<file path="src/rtl/ctrl_pkg.sv">
// Shared types and constants for the pipelined control unit: opcodes, shifter/memory
// modes, condition codes and the per-stage control-word layouts.
package ctrl_pkg;

   localparam logic [3:0] OP_ADD = 4'b0100;
   localparam logic [3:0] OP_SUB = 4'b0010;
   localparam logic [3:0] OP_MOV = 4'b1101;
   localparam logic [3:0] OP_MVN = 4'b1111;

   localparam logic [1:0] SM_IMM = 2'b00;
   localparam logic [1:0] SM_REG = 2'b01;
   localparam logic [1:0] SM_LS  = 2'b10;

   localparam logic [1:0] MM_BYTE = 2'b00;
   localparam logic [1:0] MM_WORD = 2'b10;

   typedef enum logic [3:0] {
      COND_EQ = 4'h0, COND_NE = 4'h1, COND_CS = 4'h2, COND_CC = 4'h3,
      COND_MI = 4'h4, COND_PL = 4'h5, COND_VS = 4'h6, COND_VC = 4'h7,
      COND_HI = 4'h8, COND_LS = 4'h9, COND_GE = 4'hA, COND_LT = 4'hB,
      COND_GT = 4'hC, COND_LE = 4'hD, COND_AL = 4'hE, COND_NV = 4'hF
   } cond_e;

   // Field order matches the ex_ctl / mem_ctl / wb_ctl output vectors MSB first.
   typedef struct packed {
      logic load;
      logic b;
      logic rf;
      logic rw;
      logic data;
      logic shift_imm;
      logic valid;
   } ctl_t;

   typedef struct packed {
      logic load;
      logic rf;
      logic rw;
      logic data;
      logic valid;
   } mem_ctl_t;

   typedef struct packed {
      logic load;
      logic rf;
      logic valid;
   } wb_ctl_t;

   typedef struct packed {
      ctl_t       ctl;
      logic [3:0] op;
      logic [1:0] sm;
      logic [1:0] mm;
   } word_t;

   localparam word_t WORD_BUBBLE = '0;

   // flags = {N,Z,C,V}
   function automatic logic cond_pass(input cond_e cond, input logic [3:0] flags);
      logic n, z, c, v, ok;
      {n, z, c, v} = flags;
      case (cond)
         COND_EQ: ok = z;
         COND_NE: ok = !z;
         COND_CS: ok = c;
         COND_CC: ok = !c;
         COND_MI: ok = n;
         COND_PL: ok = !n;
         COND_VS: ok = v;
         COND_VC: ok = !v;
         COND_HI: ok = c && !z;
         COND_LS: ok = !c || z;
         COND_GE: ok = (n == v);
         COND_LT: ok = (n != v);
         COND_GT: ok = !z && (n == v);
         COND_LE: ok = z || (n != v);
         COND_AL: ok = 1'b1;
         default: ok = 1'b0;
      endcase
      return ok;
   endfunction

endpackage

</file>
<file path="src/rtl/ctrl_pipe_unit_decode.sv">
// Combinational IR -> control-word decode for the ID stage, plus flags saying which
// register fields the instruction reads (consumed by the load-use compare in the top).
module ctrl_decode
   import ctrl_pkg::*;
(
   input  logic [31:0] ir,
   output word_t       word,
   output logic        rd_en,
   output logic        use_rn,
   output logic        use_rm,
   output logic        use_rd
);

   always_comb begin
      word   = WORD_BUBBLE;
      rd_en  = 1'b0;
      use_rn = 1'b0;
      use_rm = 1'b0;
      use_rd = 1'b0;
      // All-zero IR is a true NOP: no control, no register reads.
      if (ir != '0) begin
         word.ctl.valid = 1'b1;
         if (ir[27:26] == 2'b00) begin
            word.op     = ir[24:21];
            word.ctl.rf = 1'b1;
            word.mm     = MM_BYTE;
            if (ir[25]) begin
               word.sm            = SM_IMM;
               word.ctl.shift_imm = 1'b1;
            end else begin
               word.sm            = SM_REG;
               word.ctl.shift_imm = (ir[11:4] != '0);
            end
            rd_en  = 1'b1;
            use_rn = (ir[24:21] != OP_MOV) && (ir[24:21] != OP_MVN);
            use_rm = !ir[25];
         end else if (ir[27:26] == 2'b01) begin
            word.op            = ir[23] ? OP_ADD : OP_SUB;
            word.sm            = SM_LS;
            word.mm            = ir[22] ? MM_BYTE : MM_WORD;
            word.ctl.data      = 1'b1;
            word.ctl.load      = ir[20];
            word.ctl.rf        = ir[20];
            word.ctl.rw        = !ir[20];
            word.ctl.shift_imm = ir[25] ? (ir[11:4] != '0) : 1'b1;
            rd_en  = 1'b1;
            use_rn = 1'b1;
            use_rm = ir[25];
            use_rd = !ir[20];
         end else if (ir[27:25] == 3'b101) begin
            word.ctl.b = 1'b1;
         end
      end
   end

endmodule

</file>
<file path="src/rtl/ctrl_pipe_unit.sv">
// Registered control pipeline: decodes IR in ID and carries the control word through
// EX/MEM/WB with condition squash, load-use stall, branch flush, freeze and bubble count.
module ctrl_pipe_unit
   import ctrl_pkg::*;
#(
   parameter int unsigned REG_W   = 4,
   parameter int unsigned CNT_W   = 16,
   parameter bit          COND_EN = 1'b1,
   parameter bit          HAZ_EN  = 1'b1
)(
   input  logic             clk,
   input  logic             reset,
   input  logic [31:0]      ir,
   input  logic             ir_valid,
   input  logic [3:0]       flags,
   input  logic             ex_flush,
   input  logic             stall_ext,
   output logic             id_stall,
   output logic [3:0]       ex_op,
   output logic [1:0]       ex_sm,
   output logic [1:0]       ex_mm,
   output logic [6:0]       ex_ctl,
   output logic [REG_W-1:0] ex_rd,
   output logic [4:0]       mem_ctl,
   output logic [1:0]       mem_mm,
   output logic [REG_W-1:0] mem_rd,
   output logic [2:0]       wb_ctl,
   output logic [REG_W-1:0] wb_rd,
   output logic [CNT_W-1:0] bubble_cnt
);

   word_t            dec;
   logic             rd_en, use_rn, use_rm, use_rd;

   word_t            ex_q, ex_d;
   logic [REG_W-1:0] ex_rd_q, ex_rd_d;
   mem_ctl_t         mem_q;
   logic [1:0]       mem_mm_q;
   logic [REG_W-1:0] mem_rd_q;
   wb_ctl_t          wb_q;
   logic [REG_W-1:0] wb_rd_q;
   logic [CNT_W-1:0] cnt_q;

   logic             cond_ok, cond_fail, haz, bump;

   ctrl_decode u_decode (
      .ir     (ir),
      .word   (dec),
      .rd_en  (rd_en),
      .use_rn (use_rn),
      .use_rm (use_rm),
      .use_rd (use_rd)
   );

   always_comb begin
      haz = 1'b0;
      if (HAZ_EN && ex_q.ctl.load && ex_q.ctl.valid && ir_valid) begin
         haz = (use_rn && (ex_rd_q == ir[16 +: REG_W])) ||
               (use_rm && (ex_rd_q == ir[0  +: REG_W])) ||
               (use_rd && (ex_rd_q == ir[12 +: REG_W]));
      end
      id_stall = !reset && (stall_ext || haz);
   end

   always_comb begin
      cond_ok   = !COND_EN || cond_pass(cond_e'(ir[31:28]), flags);
      cond_fail = ir_valid && dec.ctl.valid && !cond_ok;
      ex_d      = WORD_BUBBLE;
      ex_rd_d   = '0;
      bump      = 1'b0;
      // Flush outranks the load-use stall; either way EX takes exactly one bubble.
      if (ex_flush || haz) begin
         bump = 1'b1;
      end else if (ir_valid && cond_ok) begin
         ex_d    = dec;
         ex_rd_d = rd_en ? ir[12 +: REG_W] : '0;
      end else begin
         bump = cond_fail;
      end
   end

   always_ff @(posedge clk) begin
      if (reset) begin
         ex_q     <= WORD_BUBBLE;
         ex_rd_q  <= '0;
         mem_q    <= '0;
         mem_mm_q <= '0;
         mem_rd_q <= '0;
         wb_q     <= '0;
         wb_rd_q  <= '0;
         cnt_q    <= '0;
      end else if (!stall_ext) begin
         ex_q     <= ex_d;
         ex_rd_q  <= ex_rd_d;
         mem_q    <= '{load: ex_q.ctl.load, rf: ex_q.ctl.rf, rw: ex_q.ctl.rw,
                       data: ex_q.ctl.data, valid: ex_q.ctl.valid};
         mem_mm_q <= ex_q.mm;
         mem_rd_q <= ex_rd_q;
         wb_q     <= '{load: mem_q.load, rf: mem_q.rf, valid: mem_q.valid};
         wb_rd_q  <= mem_rd_q;
         if (bump && (cnt_q != '1)) cnt_q <= cnt_q + CNT_W'(1);
      end
   end

   always_comb begin
      ex_op      = ex_q.op;
      ex_sm      = ex_q.sm;
      ex_mm      = ex_q.mm;
      ex_ctl     = ex_q.ctl;
      ex_rd      = ex_rd_q;
      mem_ctl    = mem_q;
      mem_mm     = mem_mm_q;
      mem_rd     = mem_rd_q;
      wb_ctl     = wb_q;
      wb_rd      = wb_rd_q;
      bubble_cnt = cnt_q;
   end

endmodule

</file>
<file path="config.mk">
export PLATFORM = sky130hd
export DESIGN_NAME = ctrl_pipe_unit
export DESIGN_NICKNAME = d
export VERILOG_FILES = /design/src/rtl/ctrl_pkg.sv /design/src/rtl/ctrl_pipe_unit_decode.sv /design/src/rtl/ctrl_pipe_unit.sv
export SDC_FILE = /design/constraint.sdc
export NUM_CORES = 1
export LEC_CHECK = 0
export ABC_AREA = 1
export CAP_MARGIN = 0
export CORE_AREA = 2 2 96 98
export DETAILED_ROUTE_END_ITERATION = 7
export DIE_AREA = 0 0 98 100
export GPL_TIMING_DRIVEN = 0
export PLACE_DENSITY = 0.7
export SLEW_MARGIN = 0
export SYNTH_ARGS = -nofsm -noshare
export SYNTH_HDL_FRONTEND = slang
export SYNTH_SLANG_ARGS = --single-unit
</file>
<file path="constraint.sdc">
create_clock -name clk -period 2.4 [get_ports clk]
set_input_delay 0.48 -clock clk [delete_from_list [all_inputs] [get_ports clk]]
set_output_delay 0.48 -clock clk [all_outputs]
set_load 0.005 [all_outputs]
</file>
; Word-level counts from Yosys, hierarchy flattened
; Index checks and enable logic that the tools add are counted.
[totals]
wordCells = 117
register_bits = 53
inputBits = 41
[classes]
eq_ne = 24
reduce_logical = 32
bitwise_logic = 1
add_sub_neg = 1
mux = 36
[op_table]
columns = op, n
row1 = $mux 15, 3
row2 = $reduce_bool 32->1, 1
row3 = $eq 4x4->1 const B, 7
row4 = $mux 1, 22
row5 = $add 16x1->16 const B, 1
row6 = $eq 4x3->1 const B, 4
row7 = $mux 4, 4
row8 = $mux 8, 2
row9 = $ne 16x16->1 const B, 1
row10 = $pmux 1 s15, 1
row11 = $logic_and 1x1->1, 13
row12 = $eq 4x4->1, 3
row13 = $eq 4x2->1 const B, 2
row14 = $logic_not 1->1, 8
row15 = $ne 4x4->1 const B, 2
row16 = $reduce_bool 8->1, 1
row17 = $logic_or 1x1->1, 6
row18 = $mux 2, 3
row19 = $eq 4x1->1 const B, 1
row20 = $logic_not 4->1, 1
row21 = $eq 3x3->1 const B, 1
row22 = $mux 3, 1
row23 = $eq 2x1->1 const B, 1
row24 = $logic_not 2->1, 1
row25 = 4 further kinds, 4

; Depth between registers and ports, before layout
; Gate-level depths: netlist of the first run.
[depth]
depth_word = 12
depth_mapped = 14
depth_no_buf = 14

; Hierarchy
; Synthesis of the first run repeated with hierarchy kept, for this count alone.
[unflattened]
hier_cells = 477
hier_area_um2 = 3184.3
[by_module_without_submodules]
columns = module, n_inst, seq_area_each_um2, cells_each, area_each_um2
row1 = ctrl_pipe_unit, 1, 1061.0, 407, 2877.8
row2 = ctrl_decode, 1, 0.0, 70, 306.5

; Worst setup path after synthesis of the first run
; Ideal clock, no wire load.
[synth_path]
path_kind = register to register
startpoint = reg cnt_q[0] (netlist: bubble_cnt[0])
endpoint = reg cnt_q[3] (netlist: bubble_cnt[3])
n_path_buf = 1
period_less_slack_ps = 1712
t_arrival_ps = 1643
setup_ps = 69
path_slack_ps = 688
path_stages_with_launch = 11
required_time_ps = 2331
cell_sequence = dfxtp_1 > ha_1 > nand3_2 > nor2_4 > nand2_2 > nor4_4 > nand2_2 > nand3_4 > buf_12 > nand2_2 > a21oi_2
[synth_via]
elab_chain_cells = 3
elab_cells_between_ends = 4
cone_classes = add/sub: 1 / eq/ne: 1 / reduce/logical: 2
[synth_rtl]
columns = element, line_no
row1 = start: declaration, ctrl_pipe_unit.sv:42  ; logic [CNT_W-1:0] cnt_q;
row2 = start signal: assignment, ctrl_pipe_unit.sv:101  ; if (bump && (cnt_q != '1)) cnt_q <= cnt_q + CNT_W'(1);
row3 = "parallel branches: the longest is 3 deep, another holds $add 16x1->16", n/a
; Several ways; the timed one is not identified.
; A chain may end at the register's enable or synchronous reset.

; Worst setup path after layout of the first run
[layout_path]
startpoint = in ir[23]
endpoint = out id_stall
[layout_via]
elab_chain_cells = 10
elab_cells_between_ends = 16
cone_classes = eq/ne: 2 / mux: 5 / reduce/logical: 9
[layout_rtl]
columns = element, line_no
row1 = start: declaration, ctrl_pipe_unit.sv:13  ; input logic [31:0] ir,
row2 = $ne 4x4->1, ctrl_pipe_unit_decode.sv:35  ; use_rn = (ir[24:21] != OP_MOV) && (ir[24:21] != OP_MVN);
row3 = $logic_and 1x1->1, ctrl_pipe_unit_decode.sv:35
row4 = $mux 1, ctrl_pipe_unit_decode.sv:23  ; if (ir[27:26] == 2'b00) begin
row5 = $mux 1, ctrl_pipe_unit_decode.sv:21  ; if (ir != '0) begin
row6 = $logic_and 1x1->1, ctrl_pipe_unit.sv:58  ; haz = (use_rn && (ex_rd_q == ir[16 +: REG_W])) ||
row7 = $logic_or 1x1->1, ctrl_pipe_unit.sv:58
row8 = $logic_or 1x1->1 (*), ctrl_pipe_unit.sv:59  ; (use_rm && (ex_rd_q == ir[0 +: REG_W])) ||
row9 = $mux 1 (*), ctrl_pipe_unit.sv:57  ; if (HAZ_EN && ex_q.ctl.load && ex_q.ctl.valid && ir_valid) begin
row10 = $logic_or 1x1->1 (*), ctrl_pipe_unit.sv:62  ; id_stall = !reset && (stall_ext || haz);
row11 = $logic_and 1x1->1 (*), ctrl_pipe_unit.sv:62
row12 = end: declaration, ctrl_pipe_unit.sv:18  ; output logic id_stall,
; Mark *: on every way between the ends. The rest lies on a longest branch, timed or not.

==> results of run 1 <==
-- what timing repair did --
item	in CTS	in global routing
endpoints found under the setup margin	1	2
cloned	0	0
resized for setup	15	7
setup buffers	2	0
pin swaps	4	5
-- layout make-up --
class                      instances  area share
multi-input combinational        341       0.422
buffer                            18      0.0247
inverter                          39      0.0355
clock inverter                     3     0.00512
timing repair buffer              93       0.222
clock buffer                       5      0.0166
sequential                        50       0.241
tap                              111      0.0334
-- flip-flops by register name, summed over array words and instances (netlist names), 3 cells and up --
register,cells
bubble_cnt,16
ex_ctl,7
mem_ctl,5
ex_op,4
ex_rd,4
mem_rd,4
wb_rd,4
wb_ctl,3
-- kinds of logic after synthesis --
group / count (synthesis) / share of synthesized area
compound gates: 61 / 0.114
fa+ha+maj: 1 / 0.00419
flops: 50 / 0.335
buf+inv: 57 / 0.0830
simple gates: 261 / 0.415
other cells: 1 / 0.00126
xor+xnor: 16 / 0.0469
-- per-layer routing --
metal	routed length, µm	global-route usage
met5	0	0
met4	112	0.0481
met1	4010	0.233
met3	444	0.0383
met2	4000	0.279
-- per-stage QoR --
step / instance area (µm²) / setup TNS [ps] / power, W / setup WS (ps)
final: 4160 / 0 / 0.00169 / 88.9
after floorplan: 2990 / 0 / 0.00105 / 688
after global routing: 4160 / 0 / 0.00178 / 3.91
after CTS: 4130 / 0 / 0.00170 / 69.4
after detailed placement: 4040 / -2410 / 0.00122 / -572
after global placement: 4040 / -1530 / 0.00121 / -545
-- critical path: cells and delay by family --
kind | cells | cell delay [ps]
AO/OA/AOI/OAI | 1 | 50
buffers and inverters | 2 | 630
AND/OR/NAND/NOR | 7 | 660
-- layout by cell type (no fill, tap or decap), types with 9 or more instances in the layout --
master,count
a21oi_2,10
clkbuf_1,10
clkdlybuf4s50_1,78
dfxtp_1,50
nor2_1,70
o21ai_0,23
nand2_2,13
nand2_1,104
xor2_1,10
nand3_1,22
nor3_1,9
inv_1,38
nand4_1,19
a21oi_1,27
-- power by group through the flow --
stage	logic (W)	registers, W	clock network (W)
6_report	0.000329	0.000868	0.000495
5_1_grt	0.000364	0.000872	0.000542
4_1_cts	0.000328	0.000868	0.000508
3_5_place_dp	0.000330	0.000887	0
3_3_place_gp	0.000323	0.000887	0
2_1_floorplan	0.000161	0.000886	0
-- path summary, 6_finish.rpt --
path / end
worst max-delay path: id_stall
worst min-delay path: bubble_cnt[6]$_SDFFE_PP0P_
worst max register to register: bubble_cnt[14]$_SDFFE_PP0P_
worst min register to register: ex_ctl[5]$_SDFFE_PP0N_
==> flow_summary.yaml, run 1 <==
power:
  p_comb_frac: 0.194
  power_density_nw_per_um2: 407
  seqPwrFrac: 0.513
  p_int_w: 0.00121
  p_sw_w: 0.000481
  switching_share: 0.284
  irDropWorstVdd_mv: 0.215
  leakage_nw: 1.62
  pwr-share-clk: 0.293
grt:
  grt_overflow_total: 0
  track_usage: 0.173
  antenna_found_initial: 0
  grt_pass1_wl_um: 14000
  grt_pass1_vias: 3023
  grt_max_degree: 17
timing:
  tightest_slew_ps: 676
  setup_violations: 0
  timing.final.crit_share: 0.963
  finClkSkew_ps: 5.35
  maxClockFrequency_mhz: 433
  rsz0062_at_grt: "no"
  slew_violations: 0
  whs_ps: 424
  min_period_ps: 2310
  slew_headroom: 0.549
  hold_viol: 0
cells_and_area:
  fill_cells: 914
  nets: 590
  post-route-util: 0.467
  multiInputGateArea_um2: 1750
  layout-drive-gt1-share: 0.109
  antenna_cells: 0
  register_area_um2: 1000
  area_growth_pct: 39.2
  fin_cells: 660
hold_path:
  hold_depth: 2
  min_path_type: "primary input to flop"
  min_from: "reset"
worst_setup_path:
  reg2reg_depth: 9
  crit_top_cell: "nor2_1"
  path_cells: "clkdlybuf4s50_1 > nor2_1 > nand2_1 > nor2_1 > nand2_2 > nor2_4 > nor2_2 > nand3_2 > a21oi_2 > buf_2"
  rr_startpoint: "bubble_cnt[0]$_SDFFE_PP0P_"
  required_ps: 1920
  worstSetupStartpointType: "primary input"
  cp-startpoint: "ir[23]"
  slowest_delay_ps: 460
  cpMaxStageDelayCell: "clkdlybuf4s50_1"
  crit_arrival_ps: 1830
  end_kind: "output pin"
  rrSetupSlack_ps: 410
  crit_type: "primary input to output pin"
  cp_max_fo: 4
floorplanning:
  die_w_um: 98
  num_io_pins: 95
  coreArea_um2: 8890
  initial_core_util: 0.336
  die_y_um: 100
  dieArea_um2: 9800
  rows: 35
yosys:
  yosysMostFrequentCell: "nand2_1"
  ys_seq_elements: 50
  synthCells: 447
  netlist_top_cells_area: "dfxtp_1 34%, nand2_1 13%, nor2_1 9.1%"
  async_reset_ff_frac: 0
  synth.top_cell.area_share: 0.335
  yosysUniqueCellTypes: 30
  synth_area_um2: 2990
  yosysWarnings: 0
  synth_top_cell_by_area: "dfxtp_1"
  synth_common_cells: "104 x nand2_1, 72 x nor2_1, 50 x dfxtp_1"
  ys.flop_type: "dfxtp_1"
  synth.avg_cell_area_um2: 6.68
  synth_edf_count: 0
  ys_seq_area_frac: 0.335
detailed_routing:
  dr.pass1.iters: 4
  wl_per_cell_um: 13.0
  routed_wl_um: 8570
  drcViolationCount: 0
  ant_nets: 0
  vias: 3202
  viasPerCell: 4.85
  drtIter0Drc: 116
place:
  dp_hpwl_um: 6710
  port_buffers: 91
  dp_cells: 650
  gp_congestion: 0.903
clock_network:
  cts_max_level: 2
  cts.path.max_buffers: 2
  cts.sinks: 50
  holdBufCountCts: 0
  cts_tree: "done"
  cts_root_buffer: "clkbuf_8"
  clk_pin_slew_worst_paths_ps: 90
  insertion_delay_ps: 310
  cts_inserted_buffers: 5
run_status:
  status: "completed"
flow_run:
  maxCapViolCount: 0
Power figures use the tool's default switching activity.
==> run 2, diff against run 1 <==
--- a/config.mk
+++ b/config.mk
@@ -7,12 +7,13 @@
 export LEC_CHECK = 0
 export ABC_AREA = 1
 export CAP_MARGIN = 0
-export CORE_AREA = 2 2 96 98
+export CORE_AREA = 2 2 99 101
 export DETAILED_ROUTE_END_ITERATION = 7
-export DIE_AREA = 0 0 98 100
+export DIE_AREA = 0 0 101 103
 export GPL_TIMING_DRIVEN = 0
-export PLACE_DENSITY = 0.7
+export PLACE_DENSITY = 0.69
 export SLEW_MARGIN = 0
 export SYNTH_ARGS = -nofsm -noshare
 export SYNTH_HDL_FRONTEND = slang
+export SYNTH_HIERARCHICAL = 1
 export SYNTH_SLANG_ARGS = --single-unit
==> constraint.sdc (replaced) <==
create_clock -name clk -period 2.4 [get_ports clk]
set_input_delay 0.24 -clock clk [delete_from_list [all_inputs] [get_ports clk]]
set_output_delay 0.24 -clock clk [all_outputs]
set_load 0.005 [all_outputs]
==> run 2 against run 1 <==
  * Final area increased by 5.3%
  * First-iteration DRC count up 5.2%
  * Synthesized cell count rose by 6.7%
  * Die area increased by 6.2%
  * Power rose by 10%
  * Clock-buffer cell count is the same
  * Register-to-register slack improved by 90 ps
  * Global-route usage is 0.23 points lower
  * Routed wire length is 2.7% higher
  * Worst setup slack improved by 130 ps
  * Critical path type is now primary input to flop
  * Critical endpoint is now bubble_cnt[13]$_SDFFE_PP0P_
==> flow_summary.yaml, run 2 <==
run_status:
  status: "completed"
cells_and_area:
  nets: 620
  area_growth_pct: 37.4
  antenna_cells: 0
  final_common_cell: "clkdlybuf4s50_1"
  fill_cells: 976
  fin_cells: 693
  layout-drive-gt1-share: 0.114
  final_cell_mix: "83 x clkdlybuf4s50_1, 82 x nor2_1, 81 x nand2_1"
  largest_register_ffs: 16
  design_area_um2: 4380
place:
  dp_cells: 684
  dp_hpwl_um: 6840
  dpl_cell_area_um2: 4260
  port_buffers: 93
  gp_congestion: 0.869
  pre_cts_slack_ps: -322
timing:
  tightest_slew_ps: 705
  setup_tns_ps: 0
  setup_violations: 0
  hold_viol: 0
  min_period_ps: 2190
  finalWorstSetupSlack_ps: 215
  maxClockFrequency_mhz: 458
  timing.final.crit_share: 0.910
  slew_headroom: 0.530
  slew_violations: 0
  finClkSkew_ps: 15.3
  rsz0062_at_grt: "no"
grt:
  grt_overflow_total: 0
  antenna_found_initial: 0
  grt_pass1_vias: 3193
  track_usage: 0.170
  grt_pass1_wl_um: 14500
  grt_max_degree: 19
floorplanning:
  num_io_pins: 95
  die_w_um: 101
  coreArea_um2: 9460
  dieArea_um2: 10400
  die_y_um: 103
  rows: 36
  initial_core_util: 0.337
detailed_routing:
  routed_wl_um: 8790
  ant_nets: 0
  drtIter0Drc: 122
  viasPerCell: 4.84
  dr.pass1.iters: 4
  vias: 3357
  drcViolationCount: 0
  wl_per_cell_um: 12.7
yosys:
  synth.avg_cell_area_um2: 6.68
  synth_edf_count: 0
  synth_area_um2: 3180
  yosysMostFrequentCell: "nor2_1"
  synth_common_cells: "83 x nor2_1, 82 x nand2_1, 53 x dfxtp_1"
  synthesis.nets: 519
  netlist_top_cells_area: "dfxtp_1 33%, nor2_1 9.8%, nand2_1 9.7%"
  synthCells: 477
  yosysUniqueCellTypes: 38
  ys_seq_elements: 53
  async_reset_ff_frac: 0
  ys.flop_type: "dfxtp_1"
  synth.top_cell.area_share: 0.333
  yosysWarnings: 6
  ys_seq_area_frac: 0.333
  synth_top_cell_by_area: "dfxtp_1"
flow_run:
  maxCapViolCount: 0
worst_setup_path:
  required_ps: 2640
  crit_arrival_ps: 2420
  crit_type: "primary input to flop"
  end_kind: "flop"
  worstSetupStartpointType: "primary input"
  cp_max_fo: 10
clock_network:
  cts_inserted_buffers: 5
  cts_root_buffer: "clkbuf_8"
  cts_tree: "done"
  cts.sinks: 53
  insertion_delay_ps: 310
  clk_pin_slew_worst_paths_ps: 100
  cts_max_level: 2
  cts.path.max_buffers: 2
power:
  p_total_w: 0.00187
  irDropWorstVdd_mv: 0.262
  leakage_nw: 1.74
  power_density_nw_per_um2: 427
hold_path:
  min_path_type: "primary input to flop"
run 2: critical path, stage by stage:
cell and delay [ps]:
clkdlybuf4s50_1 440, nor2_1 100, nand2_1 100, nor2_1 120, nand2_1 90, nor2_4 160, nor2_1 70, nand2_1 70
nor2_1 40, nand3_1 80, nand3_2 130, a21oi_4 210, nand2_4 130, nand2_4 130, buf_12 150, nand2_2 60
a21oi_2 110
run 2: logic make-up after synthesis:
family	share of synthesized area
xor gates and xnor gates	0.0440
adders and majority gates	0.00393
buffers and inverters	0.0986
DFF	0.333
other	0.00118
and+or+nand+nor	0.367
AOI/OAI and AO/OA	0.152
run 2: per-layer routing:
metal	up-vias	GRT usage	wire [µm]
li1	1753	-	-
met1	1529	0.213	4010
met2	71	0.301	4280
met3	4	0.0400	462
met4	0	0.0343	42
met5	-	0	0
run 2: final cells by class:
class,count,area (µm²),area share
tap,114,143,0.0326
inverter,46,173,0.0395
timing repair buffer,94,941,0.215
clock buffer,5,68.8,0.0157
clock inverter,3,25.0,0.00572
sequential,53,1060,0.242
multi-input combinational,355,1820,0.417
buffer,23,141,0.0323
run 2: what timing repair did:
item                                    in CTS  in global routing
setup buffers                                0                  1
resized for setup                            6                 11
endpoints found under the setup margin       1                  2
hold buffers                                 0                  0
pin swaps                                    0                  2
run 2: path summary, 6_finish.rpt:
| kind | to | slack [ps] | startpoint | cells past startpoint |
|---|---|---|---|---|
| worst max register to register | bubble_cnt[13]$_SDFFE_PP0P_ | 500 | bubble_cnt[0]$_SDFFE_PP0P_ | 10 |
| worst min-delay path | ex_op[1]$_SDFFE_PP0N_ | 380 | ir[23] | 4 |
| worst max-delay path | bubble_cnt[13]$_SDFFE_PP0P_ | 210 | ir[18] | 17 |
| worst min register to register | wb_ctl[2]$_SDFFE_PP0N_ | 490 | wb_ctl[2]$_SDFFE_PP0N_ | 2 |
run 2: power by group:
group / total [W] / switching [W] / internal, W
combinational: 0.000397 / 0.000207 / 0.000190
sequential: 0.000938 / 0.0000242 / 0.000913
clock: 0.000533 / 0.000320 / 0.000213
run 2: metrics by stage:
| step | util | hold WS (ps) |
|---|---|---|
| floorplan | - | 309 |
| global placement | 0.450 | 467 |
| global route | 0.463 | 431 |
| CTS | 0.460 | 410 |
| finish | 0.463 | 376 |
| detailed placement | 0.450 | 473 |
